<file path="config.mk">
export PLATFORM = sky130hd
export DESIGN_NAME = mac_seq_ctrl
export DESIGN_NICKNAME = d
export VERILOG_FILES = /design/src/rtl/mac_seq_ctrl.sv
export SDC_FILE = /design/constraint.sdc
export NUM_CORES = 1
export LEC_CHECK = 0
export BUFFER_PORTS_ARGS = -buffer_cell sky130_fd_sc_hd__buf_4
export CORE_MARGIN = 2
export CORE_UTILIZATION = 45
export CTS_CLUSTER_DIAMETER = 80
export DETAILED_ROUTE_END_ITERATION = 10
export PLACE_DENSITY = 0.69
export SETUP_SLACK_MARGIN = 0.5
export SLEW_MARGIN = 0
export SYNTH_ARGS = -nofsm -noshare
export SYNTH_HDL_FRONTEND = slang
export SYNTH_SLANG_ARGS = --single-unit
</file>
<file path="constraint.sdc">
create_clock -name clk -period 3 [get_ports clk]
set_input_delay 0.75 -clock clk [delete_from_list [all_inputs] [get_ports clk]]
set_output_delay 0.75 -clock clk [all_outputs]
set_load 0.02 [all_outputs]
</file>
<file path="src/rtl/mac_seq_ctrl.sv">
// Job sequencer for the 8x8 MAC datapath. Accepts a start command with a pair
// count, clears the MAC accumulator, streams the operand pairs into the MAC,
// waits for every issued op to retire, then returns the dot product as two
// bytes (MSB first) over a valid/ready handshake.
module mac_seq_ctrl #(
  parameter int DATA_W = 8,
  parameter int ACC_W  = 16,
  parameter int LEN_W  = 8,
  parameter int PEND_W = 4
) (
  input  logic              clk,
  input  logic              reset,
  input  logic              start,
  input  logic [LEN_W-1:0]  len,
  output logic              busy,
  output logic              done,
  input  logic              op_valid,
  output logic              op_ready,
  input  logic [DATA_W-1:0] op_a,
  input  logic [DATA_W-1:0] op_b,
  output logic              mac_clr,
  output logic              mac_en,
  output logic [DATA_W-1:0] mac_a,
  output logic [DATA_W-1:0] mac_b,
  input  logic              mac_valid,
  input  logic [ACC_W-1:0]  mac_c,
  output logic              res_valid,
  input  logic              res_ready,
  output logic [DATA_W-1:0] res_byte,
  output logic              res_last
);

  typedef enum logic [2:0] {
    S_IDLE   = 3'd0,
    S_CLEAR  = 3'd1,
    S_ACCUM  = 3'd2,
    S_DRAIN  = 3'd3,
    S_OUT_HI = 3'd4,
    S_OUT_LO = 3'd5
  } state_t;

  state_t              state_q, state_d;
  logic [LEN_W-1:0]    remaining_q, remaining_d;
  logic [PEND_W-1:0]   pending_q, pending_d;
  logic [ACC_W-1:0]    result_q, result_d;
  logic [DATA_W-1:0]   mac_a_q, mac_b_q;
  logic                mac_en_q;
  logic                accept;
  logic                retire;

  assign mac_en = mac_en_q;
  assign mac_a  = mac_a_q;
  assign mac_b  = mac_b_q;

  // Next-state, handshake and output decode for the job sequence.
  always_comb begin
    state_d     = state_q;
    remaining_d = remaining_q;
    result_d    = result_q;
    accept      = 1'b0;
    busy        = (state_q != S_IDLE);
    done        = 1'b0;
    op_ready    = 1'b0;
    mac_clr     = 1'b0;
    res_valid   = 1'b0;
    res_byte    = '0;
    res_last    = 1'b0;
    case (state_q)
      S_IDLE: begin
        if (start) begin
          remaining_d = len;
          if (len == '0) begin
            // Empty job: the answer is zero and the MAC is left untouched.
            result_d = '0;
            state_d  = S_OUT_HI;
          end else begin
            state_d = S_CLEAR;
          end
        end
      end
      S_CLEAR: begin
        mac_clr = 1'b1;
        state_d = S_ACCUM;
      end
      S_ACCUM: begin
        op_ready = 1'b1;
        if (op_valid) begin
          accept      = 1'b1;
          remaining_d = remaining_q - LEN_W'(1);
          if (remaining_q == LEN_W'(1)) state_d = S_DRAIN;
        end
      end
      S_DRAIN: begin
        // The last issue strobe must have been counted and every op retired.
        if ((pending_q == '0) && !mac_en_q) begin
          result_d = mac_c;
          state_d  = S_OUT_HI;
        end
      end
      S_OUT_HI: begin
        res_valid = 1'b1;
        res_byte  = result_q[ACC_W-1 -: DATA_W];
        if (res_ready) state_d = S_OUT_LO;
      end
      S_OUT_LO: begin
        res_valid = 1'b1;
        res_byte  = result_q[DATA_W-1:0];
        res_last  = 1'b1;
        if (res_ready) begin
          done    = 1'b1;
          state_d = S_IDLE;
        end
      end
      default: state_d = S_IDLE;
    endcase
  end

  // In-flight op count: +1 per issue strobe, -1 per retire; stray retires ignored.
  always_comb begin
    pending_d = pending_q;
    retire    = mac_valid && (pending_q != '0);
    case ({mac_en_q, retire})
      2'b10:   pending_d = pending_q + PEND_W'(1);
      2'b01:   pending_d = pending_q - PEND_W'(1);
      default: pending_d = pending_q;
    endcase
  end

  // Control and result registers.
  always_ff @(posedge clk or posedge reset) begin
    if (reset) begin
      state_q     <= S_IDLE;
      remaining_q <= '0;
      pending_q   <= '0;
      result_q    <= '0;
    end else begin
      state_q     <= state_d;
      remaining_q <= remaining_d;
      pending_q   <= pending_d;
      result_q    <= result_d;
    end
  end

  // Operand registers and the one-cycle issue strobe toward the MAC.
  always_ff @(posedge clk or posedge reset) begin
    if (reset) begin
      mac_en_q <= 1'b0;
      mac_a_q  <= '0;
      mac_b_q  <= '0;
    end else begin
      mac_en_q <= accept;
      if (accept) begin
        mac_a_q <= op_a;
        mac_b_q <= op_b;
      end
    end
  end

endmodule

</file>
==> results.sh, run 1 <==
export IMPL_status="complete, no violations"
export IMPL_antenna_left=0
export IMPL_grt_antenna_before_repair=0
export IMPL_total_power_mw=3.05
export IMPL_cp_num_buf_inv=0
export IMPL_slowest_delay_ps=560
export IMPL_worst_setup_path_type="reg -> reg"
export IMPL_areaGrowthSynthToFinish_pct=33.8
export IMPL_ys_seq_elements=48
export IMPL_yosysWarnings=0
export IMPL_row_count=26
export IMPL_die_w_um=76.6
export IMPL_post_route_util_pct=62.2
export IMPL_maxCapViolCount=0
export IMPL_numCtsBuffers=5
export IMPL_synth_simple_area_share_pct=12.3
export IMPL_timing_setup_tns_ps=0
export IMPL_power_frac_clock_pct=16.2
export IMPL_p_leak_nw=1.46
export IMPL_rsz0062_at_grt="yes"
export IMPL_drive_gt1_share_pct=41.6
export IMPL_setup_viol=0
export IMPL_grt_busiest_layer="met2"
export IMPL_hpwlAfterDp_um=3870
export IMPL_finalHoldViolCount=0
export IMPL_synth_xor_area_share_pct=1.85
export IMPL_grt_pass1_vias=1898
export IMPL_die_height_um=76.6
export IMPL_p_int_mw=1.89
export IMPL_dieArea_mm2=0.00587
export IMPL_root_buffer="clkbuf_8"
export IMPL_htreeDepth=2
export IMPL_ir_worst_vdd_uv=474
export IMPL_ff_latch_area_mm2=0.00120
export IMPL_synth_compound_area_share_pct=16.9
export IMPL_combPwrFrac_pct=47.8
export IMPL_placed_cells=350
export IMPL_final_cell_area_mm2=0.00318
export IMPL_required_ps=3220
export IMPL_grt_use_met1_pct=26.5
export IMPL_placed_area_mm2=0.00301
export IMPL_io_pins=77
export IMPL_grt_use_total_pct=19.1
export IMPL_grt_ovfl_total=0
export IMPL_antenna_cells=0
export IMPL_finalCritPeriodShare_pct=80.4
export IMPL_clock_path_buffers=2
export IMPL_synth_ff_type="dfrtp_1"
export IMPL_synth_fp_nets=262
export IMPL_vias_per_cell=5.31
export IMPL_synth_edf_count=0
export IMPL_ys_seq_area_share_pct=50.6
export IMPL_grt_max_degree=32
export IMPL_endpoint_kind="flop"
export IMPL_syn_inst=211
export IMPL_drt_iter0_drc=105
export IMPL_setup_slack_ps=588
export IMPL_ys_types=40
export IMPL_postSynthAreaPerCell_um2=11.2
export IMPL_synthMuxAreaShare_pct=11.9
export IMPL_synthesis_area_mm2=0.00237
export IMPL_final_nets=341
export IMPL_clock_sinks=48
export IMPL_clock_fmax_mhz=415
export IMPL_finalHoldWorstSlack_ps=507
export IMPL_gp_congestion=0.834
export IMPL_met3_usage_pct=4.15
export IMPL_tightestPinTransition_ps=675
export IMPL_skew_ps=5.55
export IMPL_crit_path_max_fanout=5
export IMPL_start_util_pct=46.5
export IMPL_drv_slew=0
export IMPL_arrival_ps=2630
export IMPL_path_delay_family="simple AND/OR/NAND/NOR gates"
export IMPL_wl_per_cell_um=14.9
export IMPL_worstPathCellList="or4_4, and2_1, ha_1, or4bb_1, a211oi_2, xor2_1"
export IMPL_globalRouteMet2Util_pct=29.5
export IMPL_power_switching_mw=1.16
export IMPL_crit_path_start_kind="flop"
export IMPL_cts_tree="built"
export IMPL_dr_pass1_iters=4
export IMPL_period_needed_ps=2410
export IMPL_place_ws_ps=533
export IMPL_drc=0
export IMPL_seqPwrFrac_pct=36.1
export IMPL_totalWireLength_um=5370
export IMPL_vias=1917
export IMPL_clk_pin_slew_ps=90
export IMPL_cpMaxStageDelayCell="or4_4"
export IMPL_fillCellCount=452
export IMPL_core_area_mm2=0.00511
export IMPL_io_buffers=76
export IMPL_switching_share_pct=38.1
export IMPL_max_slew_margin_pct=54.7
export IMPL_synth_fa_ha_area_share_pct=2.64
export IMPL_multiInputGateArea_mm2=0.00109
export IMPL_fin_cells=361
export IMPL_clk_latency_ps=300
export IMPL_hold_path_class="reg -> reg"
export IMPL_p_per_area_mw_per_mm2=960
export IMPL_synth_top_family_by_area="compound AO/OA/AOI/OAI gates"
export IMPL_synthArstFlopShare_pct=100
export IMPL_grt_pass1_wl_um=8960
state kept, by name, summed over array words and instances, names as in the netlist:
name and flops:
mac_a 8, mac_en 1, pending_q 4, result_q 16, state_q 3, remaining_q 8, mac_b 8
kinds of logic after synthesis:
kind of cell	after synthesis
compound gates	54
simple gates	52
flops	48
mux	26
buf+inv	21
xor+xnor	5
fa+ha+maj	5
cell type report:
cell class / instances / share of cell area [%]
clock buffer: 6 / 2.60
clock inverter: 2 / 1.22
inverter: 8 / 1.06
multi-input combinational: 142 / 34.4
sequential: 48 / 37.9
tap: 70 / 2.76
timing repair buffer: 85 / 20.1
worst paths after layout:
path	start	endpoint	slack, ps	cells past startpoint
max reg2reg	pending_q[0]$_DFFE_PP0P_	pending_q[3]$_DFFE_PP0P_	590	6
max	pending_q[0]$_DFFE_PP0P_	pending_q[3]$_DFFE_PP0P_	590	6
min	result_q[5]$_DFFE_PP0P_	result_q[5]$_DFFE_PP0P_	510	1
min reg2reg	result_q[5]$_DFFE_PP0P_	result_q[5]$_DFFE_PP0P_	510	1
max in group asynchronous	reset	pending_q[0]$_DFFE_PP0P_	1840	3
min in group asynchronous	reset	mac_b[6]$_DFFE_PP0P_	540	2
layer usage:
| layer | up-vias | share of wire (%) |
|---|---|---|
| met1 | 921 | 46 |
| met3 | 7 | 5.9 |
| met5 | - | 0 |
| met4 | 0 | 1.5 |
| met2 | 58 | 47 |
| li1 | 931 | - |
timing repair:
| action | CTS | global route |
|---|---|---|
| pin swaps | 0 | 1 |
| hold endpoints to repair | 0 | 0 |
| endpoints found under the setup margin | 3 | 3 |
| buffers inserted | 0 | 3 |
| hold buffers | 0 | 0 |
| gates resized for setup | 4 | 3 |
power by group through the flow:
| stage | sequential, mW | clock, mW | combinational [mW] |
|---|---|---|---|
| final | 1.10 | 0.493 | 1.46 |
| after global routing | 1.14 | 0.536 | 1.61 |
| after CTS | 1.11 | 0.510 | 1.42 |
| after detailed placement | 1.12 | 0 | 1.40 |
| after global placement | 1.11 | 0 | 1.37 |
| after floorplan | 1.20 | 0 | 0.863 |
worst reg2reg max path, delay by kind of cell (launching register included):
family,cells,cell delay (ps)
compound gates,1,220
xor+xnor,1,170
fa+ha+maj,1,220
flops,1,440
simple gates,3,1290
cells in the final DEF (no fill, tap or decap), types with 2 or more instances in the layout:
master,n
a22o_1,17
clkbuf_8,6
nor2_1,22
nand2_1,4
inv_1,6
nor3_1,4
xor2_1,4
o2bb2ai_1,3
nor4_1,4
dfrtp_2,2
a211oi_1,2
buf_4,85
a32oi_1,2
o21bai_1,2
mux2_2,17
and2_1,4
a22oi_1,2
or4_1,2
mux2i_1,9
nand2b_1,3
o21ai_0,13
a21oi_1,6
ha_1,4
dfrtp_1,46
cells in the mapped netlist, types with 5 or more instances:
cell | number | area, um^2
ha_1 | 5 | 62.6
dfrtp_1 | 48 | 1200
a22o_1 | 17 | 149
nor2_1 | 22 | 82.6
mux2_2 | 17 | 191
clkbuf_1 | 9 | 33.8
mux2i_1 | 9 | 90.1
o21ai_0 | 13 | 65.1
inv_1 | 8 | 30.0
a21oi_1 | 6 | 30.0
No activity file was read; power rests on OpenSTA's default activity.
==> inputs of run 2 (changes only) <==
==> constraint.sdc (replaced) <==
create_clock -name clk -period 2.39 [get_ports clk]
set_input_delay 0.5975 -clock clk [delete_from_list [all_inputs] [get_ports clk]]
set_output_delay 0.5975 -clock clk [all_outputs]
set_load 0.02 [all_outputs]
==> run 2 against run 1 <==
Die area did not move. Sequential cell count stayed put. Combinational power up 51%. Cell count increased by 5.5%. Critical path type unchanged.
==> results.sh, run 2 (same netlist as run 1, synthesis figures left out) <==
export IMPL_status="complete, no violations"
export IMPL_hpwlAfterDp_um=3780
export IMPL_rsz0062_at_grt="yes"
export IMPL_worstPathCellList="or4_4, and2_4, ha_2, or4bb_1, a211oi_2, xor2_1"
export IMPL_io_pins=77
export IMPL_clock_fmax_mhz=450
export IMPL_grt_pass1_wl_um=9590
export IMPL_post_route_util_pct=67.4
export IMPL_totalWireLength_um=5850
export IMPL_gp_congestion=0.808
export IMPL_placed_area_mm2=0.00307
export IMPL_worst_setup_path_type="reg -> reg"
export IMPL_largest_reg_flops=16
export IMPL_final_nets=361
export IMPL_antenna_cells=0
export IMPL_regMostFlops="result_q"
export IMPL_dr_pass1_iters=5
export IMPL_clock_sinks=48
export IMPL_row_count=26
export IMPL_drc=0
export IMPL_numCtsBuffers=5
export IMPL_grt_pass1_vias=1977
export IMPL_crit_path_max_fanout=4
export IMPL_endpoint_kind="flop"
export IMPL_clk_pin_slew_ps=90
export IMPL_core_area_mm2=0.00511
export IMPL_tightestPinTransition_ps=553
export IMPL_ir_worst_vdd_uv=776
export IMPL_layout_common_cells="buf_4, dfrtp_1, nor2_1"
export IMPL_drv_slew=0
export IMPL_io_buffers=76
export IMPL_hold_path_class="in -> async"
export IMPL_p_leak_nw=1.58
export IMPL_vias=2057
export IMPL_crit_path_start_kind="flop"
export IMPL_maxCapViolCount=0
export IMPL_clock_path_buffers=2
export IMPL_grt_use_total_pct=20.7
export IMPL_dieArea_mm2=0.00587
export IMPL_max_slew_margin_pct=63.1
export IMPL_final_cell_area_mm2=0.00344
export IMPL_cpMaxStageDelayCell="or4_4"
export IMPL_grt_max_degree=27
export IMPL_arrival_ps=2450
export IMPL_required_ps=2620
export IMPL_areaGrowthSynthToFinish_pct=45.1
export IMPL_drive_gt1_share_pct=49.5
export IMPL_die_height_um=76.6
export IMPL_wl_per_cell_um=15.4
export IMPL_period_needed_ps=2220
export IMPL_vias_per_cell=5.40
export IMPL_finalCritPeriodShare_pct=93.0
export IMPL_antenna_left=0
export IMPL_timing_setup_tns_ps=0
export IMPL_htreeDepth=2
export IMPL_slowest_delay_ps=540
export IMPL_clk_latency_ps=300
export IMPL_skew_ps=9.07
export IMPL_finalHoldViolCount=0
export IMPL_drt_iter0_drc=66
export IMPL_layout_commonest_cell="buf_4"
export IMPL_start_util_pct=46.5
export IMPL_die_w_um=76.6
export IMPL_grt_antenna_before_repair=0
export IMPL_grt_ovfl_total=0
export IMPL_root_buffer="clkbuf_8"
export IMPL_cts_tree="built"
export IMPL_p_per_area_mw_per_mm2=1190
export IMPL_setup_viol=0
run 2: per-stage QoR:
stage | instances | hold WS (ps) | power, mW | worst slack (ps)
floorplan | 211 | 463 | 2.70 | 177
global placement | 351 | 478 | 3.21 | 161
detailed placement | 351 | 483 | 3.25 | 109
CTS | 373 | 357 | 4.00 | 140
global route | 381 | 378 | 4.40 | 18.3
finish | 381 | 344 | 4.09 | 166
run 2: final cells by class:
class | instances | area [um^2]
Fill cell | 431 | 1660
Sequential cell | 48 | 1200
Multi-Input combinational cell | 146 | 1200
Timing Repair Buffer | 101 | 813
Tap cell | 70 | 87.6
Clock buffer | 6 | 82.6
Inverter | 8 | 37.5
Clock inverter | 2 | 15.0
run 2: repair_timing:
item / 4_1_cts / 5_1_grt
buffers inserted: 12 / 6
pin swaps: 8 / 12
hold buffers: 0 / 0
resized for setup: 17 / 11
setup endpoints to repair: 45 / 39
gates cloned: 2 / 2
run 2: worst max-delay path: cells and delay by family (launching register included):
kind / cells / cell delay, ps
compound gates: 1 / 210
xor+xnor: 1 / 160
fa+ha+maj: 1 / 190
flops: 1 / 390
simple gates: 3 / 1200
run 2: worst paths after layout:
check	endpoint	cells after the start	start	slack, ps
max in group asynchronous	state_q[1]$_DFFE_PP0P_	3	reset	1520
hold reg to reg	result_q[15]$_DFFE_PP0P_	1	result_q[15]$_DFFE_PP0P_	510
setup / recovery	pending_q[3]$_DFFE_PP0P_	6	pending_q[3]$_DFFE_PP0P_	170
hold / removal	result_q[13]$_DFFE_PP0P_	2	reset	340
setup reg to reg	pending_q[3]$_DFFE_PP0P_	6	pending_q[3]$_DFFE_PP0P_	170
min in group clk	result_q[15]$_DFFE_PP0P_	1	result_q[15]$_DFFE_PP0P_	510
run 2: metal layers:
| layer | wire length (um) | vias up | GRT usage [%] |
|---|---|---|---|
| met1 | 2620 | 997 | 29.1 |
| met2 | 2790 | 74 | 31.2 |
| met4 | 82 | 0 | 7.27 |
| met5 | 0 | - | 0 |
| met3 | 364 | 7 | 5.09 |
| li1 | - | 979 | - |
run 2: power by group:
part           internal [mW]  switching (mW)  leakage, nW  total [mW]
registers               1.14           0.232        0.594        1.37
logic                   1.13            1.07        0.942        2.21
clock network          0.235           0.277       0.0434       0.512
==> inputs of run 3 (changes only) <==
--- a/config.mk
+++ b/config.mk
@@ -5,7 +5,7 @@
 export SDC_FILE = /design/constraint.sdc
 export NUM_CORES = 1
 export LEC_CHECK = 0
-export BUFFER_PORTS_ARGS = -buffer_cell sky130_fd_sc_hd__buf_4
+export BUFFER_PORTS_ARGS = -buffer_cell sky130_fd_sc_hd__clkbuf_2
 export CORE_MARGIN = 2
 export CORE_UTILIZATION = 45
 export CTS_CLUSTER_DIAMETER = 80
==> run 3 against run 2 <==
Combinational power about the same. Cell area is 0.33% higher. Sequential cell count unchanged. Die area is the same. Hold slack got worse by 33 ps. Clock skew shrank 4.9 ps. Critical path depth is the same. Routed wire length increased by 9.6%. Critical path type unchanged.
==> results.sh, run 3 (same netlist as run 1, synthesis figures left out) <==
export IMPL_status="complete, no violations"
export IMPL_vias=2112
export IMPL_arrival_ps=2470
export IMPL_clock_path_buffers=2
export IMPL_die_w_um=76.6
export IMPL_wl_per_cell_um=16.6
export IMPL_p_per_area_mw_per_mm2=1220
export IMPL_clock_fmax_mhz=445
export IMPL_clk_latency_ps=300
export IMPL_dieArea_mm2=0.00587
export IMPL_layout_commonest_cell="clkbuf_2"
export IMPL_core_area_mm2=0.00511
export IMPL_root_buffer="clkbuf_8"
export IMPL_skew_ps=4.15
export IMPL_holdBufCountCts=0
export IMPL_required_ps=2620
export IMPL_worstReg2RegEnd="pending_q[3]$_DFFE_PP0P_"
export IMPL_place_ws_ps=97.7
export IMPL_drc=0
export IMPL_io_pins=77
export IMPL_clk_pin_slew_ps=90
export IMPL_total_power_mw=4.22
export IMPL_crit_path_start_kind="flop"
export IMPL_grt_pass1_wl_um=9890
export IMPL_crit_path_max_fanout=4
export IMPL_setup_viol=0
export IMPL_antenna_left=0
export IMPL_fillCellCount=394
export IMPL_row_count=26
export IMPL_areaGrowthSynthToFinish_pct=45.6
export IMPL_fin_cells=385
export IMPL_gp_congestion=0.817
export IMPL_grt_use_total_pct=21.5
export IMPL_max_slew_margin_pct=66.5
export IMPL_htreeDepth=2
export IMPL_start_util_pct=46.5
export IMPL_vias_per_cell=5.49
export IMPL_reg2reg_depth=6
export IMPL_drt_iter0_drc=108
export IMPL_grt_antenna_before_repair=0
export IMPL_p_leak_nw=1.58
export IMPL_grt_ovfl_total=0
export IMPL_placed_cells=352
export IMPL_timing_setup_tns_ps=0
export IMPL_rsz0062_at_grt="yes"
export IMPL_antenna_cells=0
export IMPL_hpwlAfterDp_um=3800
export IMPL_clock_sinks=48
export IMPL_grt_pass1_vias=2044
export IMPL_totalWireLength_um=6410
export IMPL_numCtsBuffers=5
export IMPL_regMostFlops="result_q"
export IMPL_drive_gt1_share_pct=52.4
export IMPL_cts_tree="built"
export IMPL_hold_path_class="in -> async"
export IMPL_die_height_um=76.6
export IMPL_dr_pass1_iters=4
export IMPL_endpoint_kind="flop"
export IMPL_largest_reg_flops=16
export IMPL_tightestPinTransition_ps=498
export IMPL_r2r_slack_ps=140
export IMPL_finalCritPeriodShare_pct=94.0
export IMPL_worst_setup_path_type="reg -> reg"
export IMPL_grt_max_degree=49
export IMPL_final_nets=365
export IMPL_drv_slew=0
export IMPL_r2r_start="pending_q[0]$_DFFE_PP0P_"
export IMPL_ir_worst_vdd_uv=620
export IMPL_setup_slack_ps=144
export IMPL_layout_common_cells="clkbuf_2, dfrtp_1, buf_4"
export IMPL_maxCapViolCount=0
export IMPL_finalHoldViolCount=0
export IMPL_period_needed_ps=2250
export IMPL_io_buffers=76
[run 3: cell types whose count changed in the layout (fill, tap and decap cells not counted), moves of 2 or more]
cell      previous run  this run
buf_4               92        27
clkbuf_2             0        63
nor2_4               0         5
buf_6                6        10
mux2i_1              9         5
mux2i_4              0         3
nor2_1              20        17
buf_8                1         3
nor2_2               2         0
[run 3: cell type report]
| type | instances | area (um^2) | area share (%) |
|---|---|---|---|
| repair buffers | 106 | 743 | 21.5 |
| clock inverters | 3 | 42.5 | 1.23 |
| inverters | 8 | 42.5 | 1.23 |
| well taps | 70 | 87.6 | 2.53 |
| flip-flops and latches | 48 | 1200 | 34.9 |
| multi-input cells | 145 | 1270 | 36.6 |
| clock buffers | 5 | 68.8 | 1.99 |
[run 3: how the worst max path moves through the flow]
stage,slack [ps],end,from,depth (start not counted)
final,140,pending_q[3]$_DFFE_PP0P_,pending_q[0]$_DFFE_PP0P_,6
after CTS,100,pending_q[3]$_DFFE_PP0P_,pending_q[0]$_DFFE_PP0P_,6
after global placement,160,pending_q[3]$_DFFE_PP0P_,pending_q[3]$_DFFE_PP0P_,6
after global routing,70,pending_q[3]$_DFFE_PP0P_,pending_q[0]$_DFFE_PP0P_,6
after floorplan,180,pending_q[3]$_DFFE_PP0P_,pending_q[1]$_DFFE_PP0P_,6
after detailed placement,100,pending_q[3]$_DFFE_PP0P_,pending_q[3]$_DFFE_PP0P_,6
[run 3: routing by layer]
| layer | track usage, % | vias up | routed length (um) |
|---|---|---|---|
| met5 | 0 | - | 0 |
| met4 | 9.64 | 0 | 208 |
| met3 | 5.09 | 17 | 485 |
| met2 | 32.2 | 86 | 3090 |
| met1 | 29.6 | 1027 | 2630 |
| li1 | - | 982 | - |
[run 3: what timing repair did]
action,4_1_cts,5_1_grt
setup endpoints to repair,33,44
buffers inserted,16,5
resized for setup,32,44
pin swaps,7,5
gates cloned,3,1
[run 3: where the power goes]
| part | internal [mW] | switching [mW] | leakage [nW] |
|---|---|---|---|
| clock network | 0.310 | 0.277 | 0.0541 |
| registers | 1.14 | 0.262 | 0.594 |
| logic | 1.10 | 1.13 | 0.937 |
[run 3: stage by stage]
step | hold WS [ps] | area, um^2 | utilization [%]
floorplan | 463 | 2440 | -
global placement | 480 | 2890 | 56.6
detailed placement | 481 | 2890 | 56.6
CTS | 311 | 3270 | 64.1
global route | 328 | 3460 | 67.7
finish | 311 | 3460 | 67.7
[run 3: critical path: stages (launching register included)]
cell and delay (ps):
dfrtp_1 390, or4_4 540, and2_4 170, ha_4 170, or4bb_1 510, a211oi_2 230
xor2_1 170
